## src/rtl/piso_tx_scheduler_if.sv

```systemverilog
`default_nettype none
// ------------------------------------------------------------------------
// piso_tx_scheduler_if : requester/serializer bundle for piso_tx_scheduler
// Rev 1.0
// ------------------------------------------------------------------------
interface piso_tx_scheduler_if #(
  parameter int N_REQ = 3,
  parameter int WIDTH = 32
);
  logic [N_REQ-1:0]       req;
  logic [N_REQ*WIDTH-1:0] data_in;
  logic [N_REQ-1:0]       grant;
  logic                   busy;
  logic                   done;
  logic                   sr_load;
  logic                   sr_enable;
  logic [WIDTH-1:0]       sr_pi;

  modport master (
    output req, data_in,
    input  grant, busy, done, sr_load, sr_enable, sr_pi
  );

  modport slave (
    input  req, data_in,
    output grant, busy, done, sr_load, sr_enable, sr_pi
  );
endinterface
`default_nettype wire

```

## src/rtl/piso_tx_scheduler.sv

```systemverilog
`default_nettype none
// ------------------------------------------------------------------------
// piso_tx_scheduler : round-robin arbiter and bit-rate pacer for one PISO
// serializer, with idle-high gap bits between frames.          Rev 1.0
// ------------------------------------------------------------------------
module piso_tx_scheduler #(
  parameter int N_REQ    = 3,
  parameter int WIDTH    = 32,
  parameter int CLK_DIV  = 16,
  parameter int GAP_BITS = 2
) (
  input  logic               clk,
  input  logic               reset_n,
  piso_tx_scheduler_if.slave bus
);

  localparam int PTR_W = (N_REQ > 1) ? $clog2(N_REQ) : 1;
  localparam int DIV_W = $clog2(CLK_DIV);
  localparam int CNT_W = $clog2(WIDTH + GAP_BITS + 1);

  localparam logic [1:0] S_IDLE  = 2'd0;
  localparam logic [1:0] S_LOAD  = 2'd1;
  localparam logic [1:0] S_SHIFT = 2'd2;
  localparam logic [1:0] S_GAP   = 2'd3;

  logic [1:0]       state_q, state_d;
  logic [DIV_W-1:0] div_q, div_d;
  logic [CNT_W-1:0] cnt_q, cnt_d;
  logic [PTR_W-1:0] ptr_q, ptr_d;
  logic [N_REQ-1:0] grant_q, grant_d;
  logic             busy_q, busy_d;
  logic             done_q, done_d;
  logic             load_q, load_d;
  logic             enable_q, enable_d;
  logic [WIDTH-1:0] pi_q, pi_d;

  logic             win_found;
  logic [PTR_W-1:0] win_idx;
  logic [PTR_W-1:0] cand;
  logic [WIDTH-1:0] win_word;
  logic             tick;

  // Search upward from the pointer, wrapping, for the first pending request.
  always_comb begin
    win_found = 1'b0;
    win_idx   = '0;
    cand      = '0;
    for (int i = 0; i < N_REQ; i++) begin
      cand = PTR_W'((int'(ptr_q) + i) % N_REQ);
      if (!win_found && bus.req[cand]) begin
        win_found = 1'b1;
        win_idx   = cand;
      end
    end
  end

  always_comb begin
    win_word = '0;
    for (int i = 0; i < N_REQ; i++) begin
      if (win_idx == PTR_W'(i)) begin
        win_word = bus.data_in[i*WIDTH +: WIDTH];
      end
    end
  end

  assign tick = ((state_q == S_SHIFT) || (state_q == S_GAP)) &&
                (div_q == DIV_W'(CLK_DIV - 1));

  always_ff @(posedge clk or negedge reset_n) begin
    if (!reset_n) begin
      state_q  <= S_IDLE;
      div_q    <= '0;
      cnt_q    <= '0;
      ptr_q    <= '0;
      grant_q  <= '0;
      busy_q   <= 1'b0;
      done_q   <= 1'b0;
      load_q   <= 1'b0;
      enable_q <= 1'b0;
      pi_q     <= '0;
    end else begin
      state_q  <= state_d;
      div_q    <= div_d;
      cnt_q    <= cnt_d;
      ptr_q    <= ptr_d;
      grant_q  <= grant_d;
      busy_q   <= busy_d;
      done_q   <= done_d;
      load_q   <= load_d;
      enable_q <= enable_d;
      pi_q     <= pi_d;
    end
  end

  always_comb begin
    state_d = state_q;
    div_d   = div_q;
    cnt_d   = cnt_q;
    ptr_d   = ptr_q;
    case (state_q)
      S_IDLE: begin
        div_d = '0;
        cnt_d = '0;
        if (win_found) begin
          state_d = S_LOAD;
          ptr_d   = (win_idx == PTR_W'(N_REQ - 1)) ? '0 : win_idx + 1'b1;
        end
      end
      S_LOAD: begin
        div_d   = '0;
        state_d = S_SHIFT;
      end
      S_SHIFT: begin
        div_d = tick ? '0 : div_q + 1'b1;
        if (tick) begin
          if (cnt_q == CNT_W'(WIDTH - 1)) begin
            cnt_d   = '0;
            state_d = (GAP_BITS == 0) ? S_IDLE : S_GAP;
          end else begin
            cnt_d = cnt_q + 1'b1;
          end
        end
      end
      default: begin
        div_d = tick ? '0 : div_q + 1'b1;
        if (tick) begin
          if (cnt_q == CNT_W'(GAP_BITS - 1)) begin
            cnt_d   = '0;
            state_d = S_IDLE;
          end else begin
            cnt_d = cnt_q + 1'b1;
          end
        end
      end
    endcase
  end

  // Outputs are registered, so they are derived from the upcoming state.
  always_comb begin
    grant_d  = '0;
    load_d   = 1'b0;
    enable_d = 1'b0;
    done_d   = 1'b0;
    pi_d     = pi_q;
    busy_d   = (state_d != S_IDLE);
    if ((state_q == S_IDLE) && (state_d == S_LOAD)) begin
      grant_d[win_idx] = 1'b1;
      load_d           = 1'b1;
      enable_d         = 1'b1;
      pi_d             = win_word;
    end
    if (((state_d == S_SHIFT) || (state_d == S_GAP)) &&
        (div_d == DIV_W'(CLK_DIV - 1))) begin
      enable_d = 1'b1;
    end
    if (((state_q == S_SHIFT) || (state_q == S_GAP)) && (state_d == S_IDLE)) begin
      done_d = 1'b1;
    end
  end

  assign bus.grant     = grant_q;
  assign bus.busy      = busy_q;
  assign bus.done      = done_q;
  assign bus.sr_load   = load_q;
  assign bus.sr_enable = enable_q;
  assign bus.sr_pi     = pi_q;

endmodule
`default_nettype wire

```

## src/flat_wrapper.sv

```systemverilog
// flat-port wrapper written by rule: the top's interface ports become plain ports
module piso_tx_scheduler_flat 
#(
  parameter int N_REQ    = 3,
  parameter int WIDTH    = 32,
  parameter int CLK_DIV  = 16,
  parameter int GAP_BITS = 2
)
  (clk, reset_n, bus_req, bus_data_in, bus_grant, bus_busy, bus_done, bus_sr_load, bus_sr_enable, bus_sr_pi);
  piso_tx_scheduler_if #(.N_REQ(N_REQ), .WIDTH(WIDTH)) bus_i ();
  input  logic clk;
  input  logic reset_n;
  input wire logic [$bits(bus_i.req)-1:0] bus_req;
  input wire logic [$bits(bus_i.data_in)-1:0] bus_data_in;
  output wire logic [$bits(bus_i.grant)-1:0] bus_grant;
  output wire logic [$bits(bus_i.busy)-1:0] bus_busy;
  output wire logic [$bits(bus_i.done)-1:0] bus_done;
  output wire logic [$bits(bus_i.sr_load)-1:0] bus_sr_load;
  output wire logic [$bits(bus_i.sr_enable)-1:0] bus_sr_enable;
  output wire logic [$bits(bus_i.sr_pi)-1:0] bus_sr_pi;
  assign bus_i.req = bus_req;
  assign bus_i.data_in = bus_data_in;
  assign bus_grant = bus_i.grant;
  assign bus_busy = bus_i.busy;
  assign bus_done = bus_i.done;
  assign bus_sr_load = bus_i.sr_load;
  assign bus_sr_enable = bus_i.sr_enable;
  assign bus_sr_pi = bus_i.sr_pi;
  piso_tx_scheduler #(.N_REQ(N_REQ), .WIDTH(WIDTH), .CLK_DIV(CLK_DIV), .GAP_BITS(GAP_BITS)) u_core (.clk(clk), .reset_n(reset_n), .bus(bus_i));
endmodule
```

## config.mk

```make
export PLATFORM = sky130hd
export DESIGN_NAME = piso_tx_scheduler_flat
export DESIGN_NICKNAME = d
export VERILOG_FILES = /design/src/rtl/piso_tx_scheduler_if.sv /design/src/rtl/piso_tx_scheduler.sv /design/src/flat_wrapper.sv
export SDC_FILE = /design/constraint.sdc
export NUM_CORES = 1
export LEC_CHECK = 0
export ABC_AREA = 0
export BUFFER_PORTS_ARGS = -buffer_cell sky130_fd_sc_hd__buf_2
export CAP_MARGIN = 25
export CORE_MARGIN = 10
export CORE_UTILIZATION = 53
export DETAILED_ROUTE_END_ITERATION = 16
export PLACE_DENSITY = 0.87
export SYNTH_ARGS = -nofsm -noshare
export SYNTH_HDL_FRONTEND = slang
export SYNTH_SLANG_ARGS = --single-unit
```

## constraint.sdc

```tcl
create_clock -name clk -period 8.61 [get_ports clk]
set_clock_uncertainty 0.15 [all_clocks]
set_input_delay 0.4305 -clock clk [delete_from_list [all_inputs] [get_ports clk]]
set_output_delay 0.4305 -clock clk [all_outputs]
set_load 0.01 [all_outputs]
```

* Word-level counts from Yosys, hierarchy flattened
Index checks and enable logic that the tools add are counted.
** Operators by class
- Add/subtract/negate cells :: 5
- Divide/modulo/power cells :: 3
- Magnitude comparators :: 5
- Equal/unequal tests :: 13
- Mux-type cells :: 35
- Bitwise gates (word level) :: 1
- Reductions and logical operators :: 19
** Operators by type and width (number)
- two-way mux 32 bit :: 3
- remainder unit 32 x 3 -> 32 bit (second input constant) :: 2
- remainder unit 3 x 3 -> 32 bit (second input constant) :: 1
- two-way mux 6 bit :: 4
- two-way mux 2 bit :: 9
- case mux 6 bit (3 select lines) :: 1
- less-than comparator 2 x 3 -> 1 bit (second input constant) :: 4
- == test 2 bit (second input constant) :: 5
- two-way mux 1 bit :: 10
- == test 4 bit (second input constant) :: 2
- two-way mux 4 bit :: 2
- logical AND 1 bit :: 7
- adder 6 x 1 -> 6 bit (second input constant) :: 1
- binary-select mux 1 bit (select 2 bit) :: 3
- == test 2 x 1 -> 1 bit (second input constant) :: 3
- == test 6 x 1 -> 1 bit (second input constant) :: 1
- == test 6 x 5 -> 1 bit (second input constant) :: 1
- zero test 2 bit :: 3
- case mux 2 bit (3 select lines) :: 1
- adder 4 x 1 -> 4 bit (second input constant) :: 1
- nonzero test 2 bit :: 2
- adder 2 x 1 -> 3 bit (second input constant) :: 1
- adder 2 x 2 -> 3 bit (second input constant) :: 1
- two-way mux 3 bit :: 1
- other kinds (10) :: 12
** Storage, ports and cells
- Register bits after elaboration :: 53
- Output and inout bits :: 39
- Word-level logic and storage cells :: 91

* Logic depth before layout (Yosys ltp)
- Depth after elaboration :: 16
- Gate-level depth with buffers :: 10
- Gate-level depth less buffers :: 7

* Worst setup path after synthesis
No wires, ideal clock.
- Path kind :: reg-to-reg
- From :: register u_core.ptr_q[0]
- To :: register u_core.pi_q[18] (netlist: u_core.bus.sr_pi[18])
- Arrival :: 2.626 ns
- Setup slack :: 5.709 ns
- Stages on the path, launching flop included :: 10
- Path buffers :: 2
- Clock period less this slack :: 2.901 ns
- Path through :: dfrtp_1 inv_1 ha_1 buf_2 nor3b_1 o31a_1 nor3_1 buf_2 mux2_2 mux2_4
** On the way
- Cells in the longest elaborated chain, start to end :: 14
** Ends and longest elaborated chain
- start: declaration :: line piso_tx_scheduler.sv:29 : logic [PTR_W-1:0] ptr_q, ptr_d;
- start signal: assignment :: line piso_tx_scheduler.sv:85 : ptr_q <= ptr_d;
- branches (longest 14 deep; another with remainder unit 32 x 3 -> 32 bit)
- end signal: assignment :: line piso_tx_scheduler.sv:91 : pi_q <= pi_d;
- end: declaration :: line piso_tx_scheduler.sv:35 : logic [WIDTH-1:0] pi_q, pi_d;
Parallel ways; which one is timed is not known. The select of a mux whose other input is x is not followed.
A chain may end at the register's enable or synchronous reset.

* Final worst setup path
- From :: register u_core.cnt_q[1]
- To :: register u_core.pi_q[21] (netlist: u_core.bus.sr_pi[21])
** On the way
- Cells in the longest elaborated chain, start to end :: 6
** Ends and longest elaborated chain
- start: declaration :: line piso_tx_scheduler.sv:28 : logic [CNT_W-1:0] cnt_q, cnt_d;
- start signal: assignment :: line piso_tx_scheduler.sv:84 : cnt_q <= cnt_d;
- == test 6 x 1 -> 1 bit / == test 6 x 5 -> 1 bit (equally long branches) :: line piso_tx_scheduler.sv:127, piso_tx_scheduler.sv:116
- two-way mux 2 bit, on equally long branches :: line piso_tx_scheduler.sv:127, piso_tx_scheduler.sv:116
- two-way mux 2 bit, on equally long branches :: line piso_tx_scheduler.sv:126, piso_tx_scheduler.sv:115
- case mux 2 bit (3 select lines) * :: line piso_tx_scheduler.sv:100 : case (state_q)
- == test 2 x 1 -> 1 bit * :: line piso_tx_scheduler.sv:146 : if ((state_q == S_IDLE) && (state_d == S_LOAD)) begin
- logical AND 1 bit * :: line piso_tx_scheduler.sv:146
Mark *: on every way between the ends. The rest lies on a longest branch, timed or not.

==> impl_metrics.env <==
export IMPL_synth_top_family_by_area="multiplexers"
export IMPL_worst_pin_slew_ns=0.860
export IMPL_hold_viol_final=0
export IMPL_grt_max_degree=54
export IMPL_cp_top_family="simple AND/OR/NAND/NOR gates"
export IMPL_path_cells="inv_1 > ha_1 > or4b_1 > or3_4 > a31oi_4 > nand4b_1 > buf_4 > mux2_4"
export IMPL_insertion_delay_ns=0.31
export IMPL_timing_hold_ws_ns=0.0642
export IMPL_cap_violations=0
export IMPL_rows=29
export IMPL_multi_input_area_mm2=0.00195
export IMPL_cts_sinks=53
export IMPL_final_util_pct=67.5
export IMPL_avgViaCountPerCell=6.01
export IMPL_placed_area_mm2=0.00413
export IMPL_fin_nets=555
export IMPL_die_x_um=100
export IMPL_clk_pin_slew_ns=0.10
export IMPL_antennaDiodeCount=0
export IMPL_setup_viol=0
export IMPL_timing_fmax_mhz=281
export IMPL_place_ws_ns=5.07
export IMPL_crit_path_end_kind="flip-flop"
export IMPL_leakagePower_nw=2.36
export IMPL_grt_overflow=0
export IMPL_status="finished, final reports clean"
export IMPL_core_area_mm2=0.00631
export IMPL_cts_htree_levels=2
export IMPL_critPathSlowestCell="nand4b_1"
export IMPL_firstDrtPassIters=8
export IMPL_ys_types=51
export IMPL_drv_slew=0
export IMPL_drt_wl_total_um=9980
export IMPL_yosysTopAreaCell="dfrtp_1"
export IMPL_place_congestion=0.881
export IMPL_cpPeakStageDelay_ns=0.68
export IMPL_io_pins=140
export IMPL_fill_cells=483
export IMPL_grt_first_pass_wirelength_um=15500
export IMPL_cts_tree="built"
export IMPL_tns_ns=0
export IMPL_syn_avg_cell_area_um2=10.8
export IMPL_wire_per_inst_um=19.1
export IMPL_cts_made_buffers=5
export IMPL_rsz0062_at_grt="no"
export IMPL_cts_setup_buffers=0
export IMPL_drc=0
export IMPL_required_ns=8.66
export IMPL_antenna_found_initial=0
export IMPL_fin_crit_sh_pct=41.4
export IMPL_synth_compound_area_share_pct=16.0
export IMPL_hold_path_class="in -> async"
export IMPL_drtAntennaViolNets=0
export IMPL_yosys_area_share_simple_pct=14.1
export IMPL_synth_edf_count=0
export IMPL_cts_resized=0
export IMPL_final_cell_mix="139 x buf_2, 53 x dfrtp_1, 31 x nor2_1, 31 x mux2_2, 25 x mux2_4"
export IMPL_initial_core_util_pct=54.3
export IMPL_synth_seq_cells=53
export IMPL_worst_ir_drop_vdd_mv=0.0752
export IMPL_synth_ff_type="dfrtp_1"
export IMPL_final_common_cell="buf_2"
export IMPL_grt_use_total_pct=18.6
export IMPL_syn2layout_area_growth_pct=24.4
export IMPL_place_hpwl_um=7610
export IMPL_finalWorstSetupSlack_ns=5.05
export IMPL_critPathBufInv=2
export IMPL_grt_pass1_vias=3235
export IMPL_p_per_area_mw_per_mm2=116
export IMPL_synth_mux_area_share_pct=22.0
export IMPL_cts_buffer_depth=2
export IMPL_period_needed_ns=3.56
export IMPL_design_area_mm2=0.00426
export IMPL_num_vias=3139
export IMPL_die_h_um=100
export IMPL_syn_inst=317
export IMPL_synthesis_area_mm2=0.00343
export IMPL_synthAdderAreaFrac_pct=3.65
export IMPL_ys_warnings_count=0
export IMPL_first_iter_violations=265
export IMPL_yosys_area_top_type_share_pct=38.7
export IMPL_async_reset_ff_share_pct=100
export IMPL_slew_headroom_pct=42.6
export IMPL_critical_path_class="reg -> reg"
export IMPL_synthesis_nets=428
export IMPL_ys_seq_area_share_pct=38.7
export IMPL_worstSetupStartpointType="flip-flop"
export IMPL_cts_hold_buffers_added=0
export IMPL_synth_xor_area_share_pct=0.511
export IMPL_regArea_mm2=0.00133
export IMPL_io_buffers=139
export IMPL_crit_fanout=25
export IMPL_die_area_mm2=0.0101
export IMPL_drive_gt1_share_pct=49.0
export IMPL_root_buffer="clkbuf_8"
export IMPL_yosys_top_cells_area="dfrtp_1 39%, mux2_4 11%, mux2_2 10%, o31ai_1 5.0%, a31oi_1 3.8%"
export IMPL_cp_data_arrival_time_ns=3.61
## sequential cells by signal (all words and copies together), names as in the netlist
register / flops
u_core.bus.sr_enable: 1
u_core.bus.done: 1
u_core.bus.sr_pi: 32
u_core.bus.busy: 1
u_core.bus.sr_load: 1
u_core.cnt_q: 6
u_core.state_q: 2
u_core.bus.grant: 3
u_core.div_q: 4
u_core.ptr_q: 2
## final timing paths
kind / from / to / slack, ns / cells after the start
worst max-delay path: u_core.cnt_q[1] / u_core.bus.sr_pi[21] / 5.05 / 8
worst min-delay path: reset_n / u_core.bus.sr_pi[29] / 0.06 / 2
worst max register to register: u_core.cnt_q[1] / u_core.bus.sr_pi[21] / 5.05 / 8
worst min register to register: u_core.div_q[0] / u_core.div_q[0] / 0.34 / 1
max in group asynchronous: reset_n / u_core.bus.sr_pi[25] / 7.81 / 2
min in group clk: bus_data_in[45] / u_core.bus.sr_pi[13] / 0.32 / 3
## cell families (layout without fill, tap and decap cells)
family | after synthesis | after routing
AO/OA/AOI/OAI | 72 | 72
XOR/XNOR | 2 | 2
adder cells (fa/ha/maj) | 10 | 10
buffers and inverters | 32 | 160
flip-flops | 53 | 53
multiplexers | 59 | 59
AND/OR/NAND/NOR | 89 | 89
## final cells by class
cell class / instances / area share (%)
multi-input combinational: 232 / 45.8
tap: 77 / 2.26
clock inverter: 2 / 0.881
timing repair buffer: 144 / 17.3
sequential: 53 / 31.1
inverter: 8 / 0.705
clock buffer: 6 / 1.94
## routing by layer
metal	GRT usage [%]	share of wire, %	wire length [µm]
met3	5.63	9.2	921
met4	6.96	2.1	208
met5	0	0	0
met1	22.0	39	3940
met2	31.1	49	4910
## metrics by stage
| stage | power (mW) | std cells |
|---|---|---|
| after floorplan | 0.284 | 317 |
| after global placement | 0.316 | 513 |
| after detailed placement | 0.319 | 513 |
| after CTS | 0.496 | 521 |
| after global routing | 0.510 | 522 |
| final | 0.495 | 522 |
## cells in the mapped netlist, types with 5 or more instances
library cell / count
clkbuf_1: 16
inv_1: 8
nand3_1: 6
ha_1: 10
nand2_1: 5
o31ai_1: 23
o21ai_0: 6
nor2_1: 31
nor2b_1: 5
nand4_1: 21
dfrtp_1: 53
mux2_2: 31
a31oi_1: 21
mux2_4: 25
## power by group
| group | internal [mW] | switching [mW] |
|---|---|---|
| sequential | 0.249 | 0 |
| clock | 0.0946 | 0.0856 |
| combinational | 0.0354 | 0.0305 |
No activity file was read; power rests on OpenSTA's default activity.
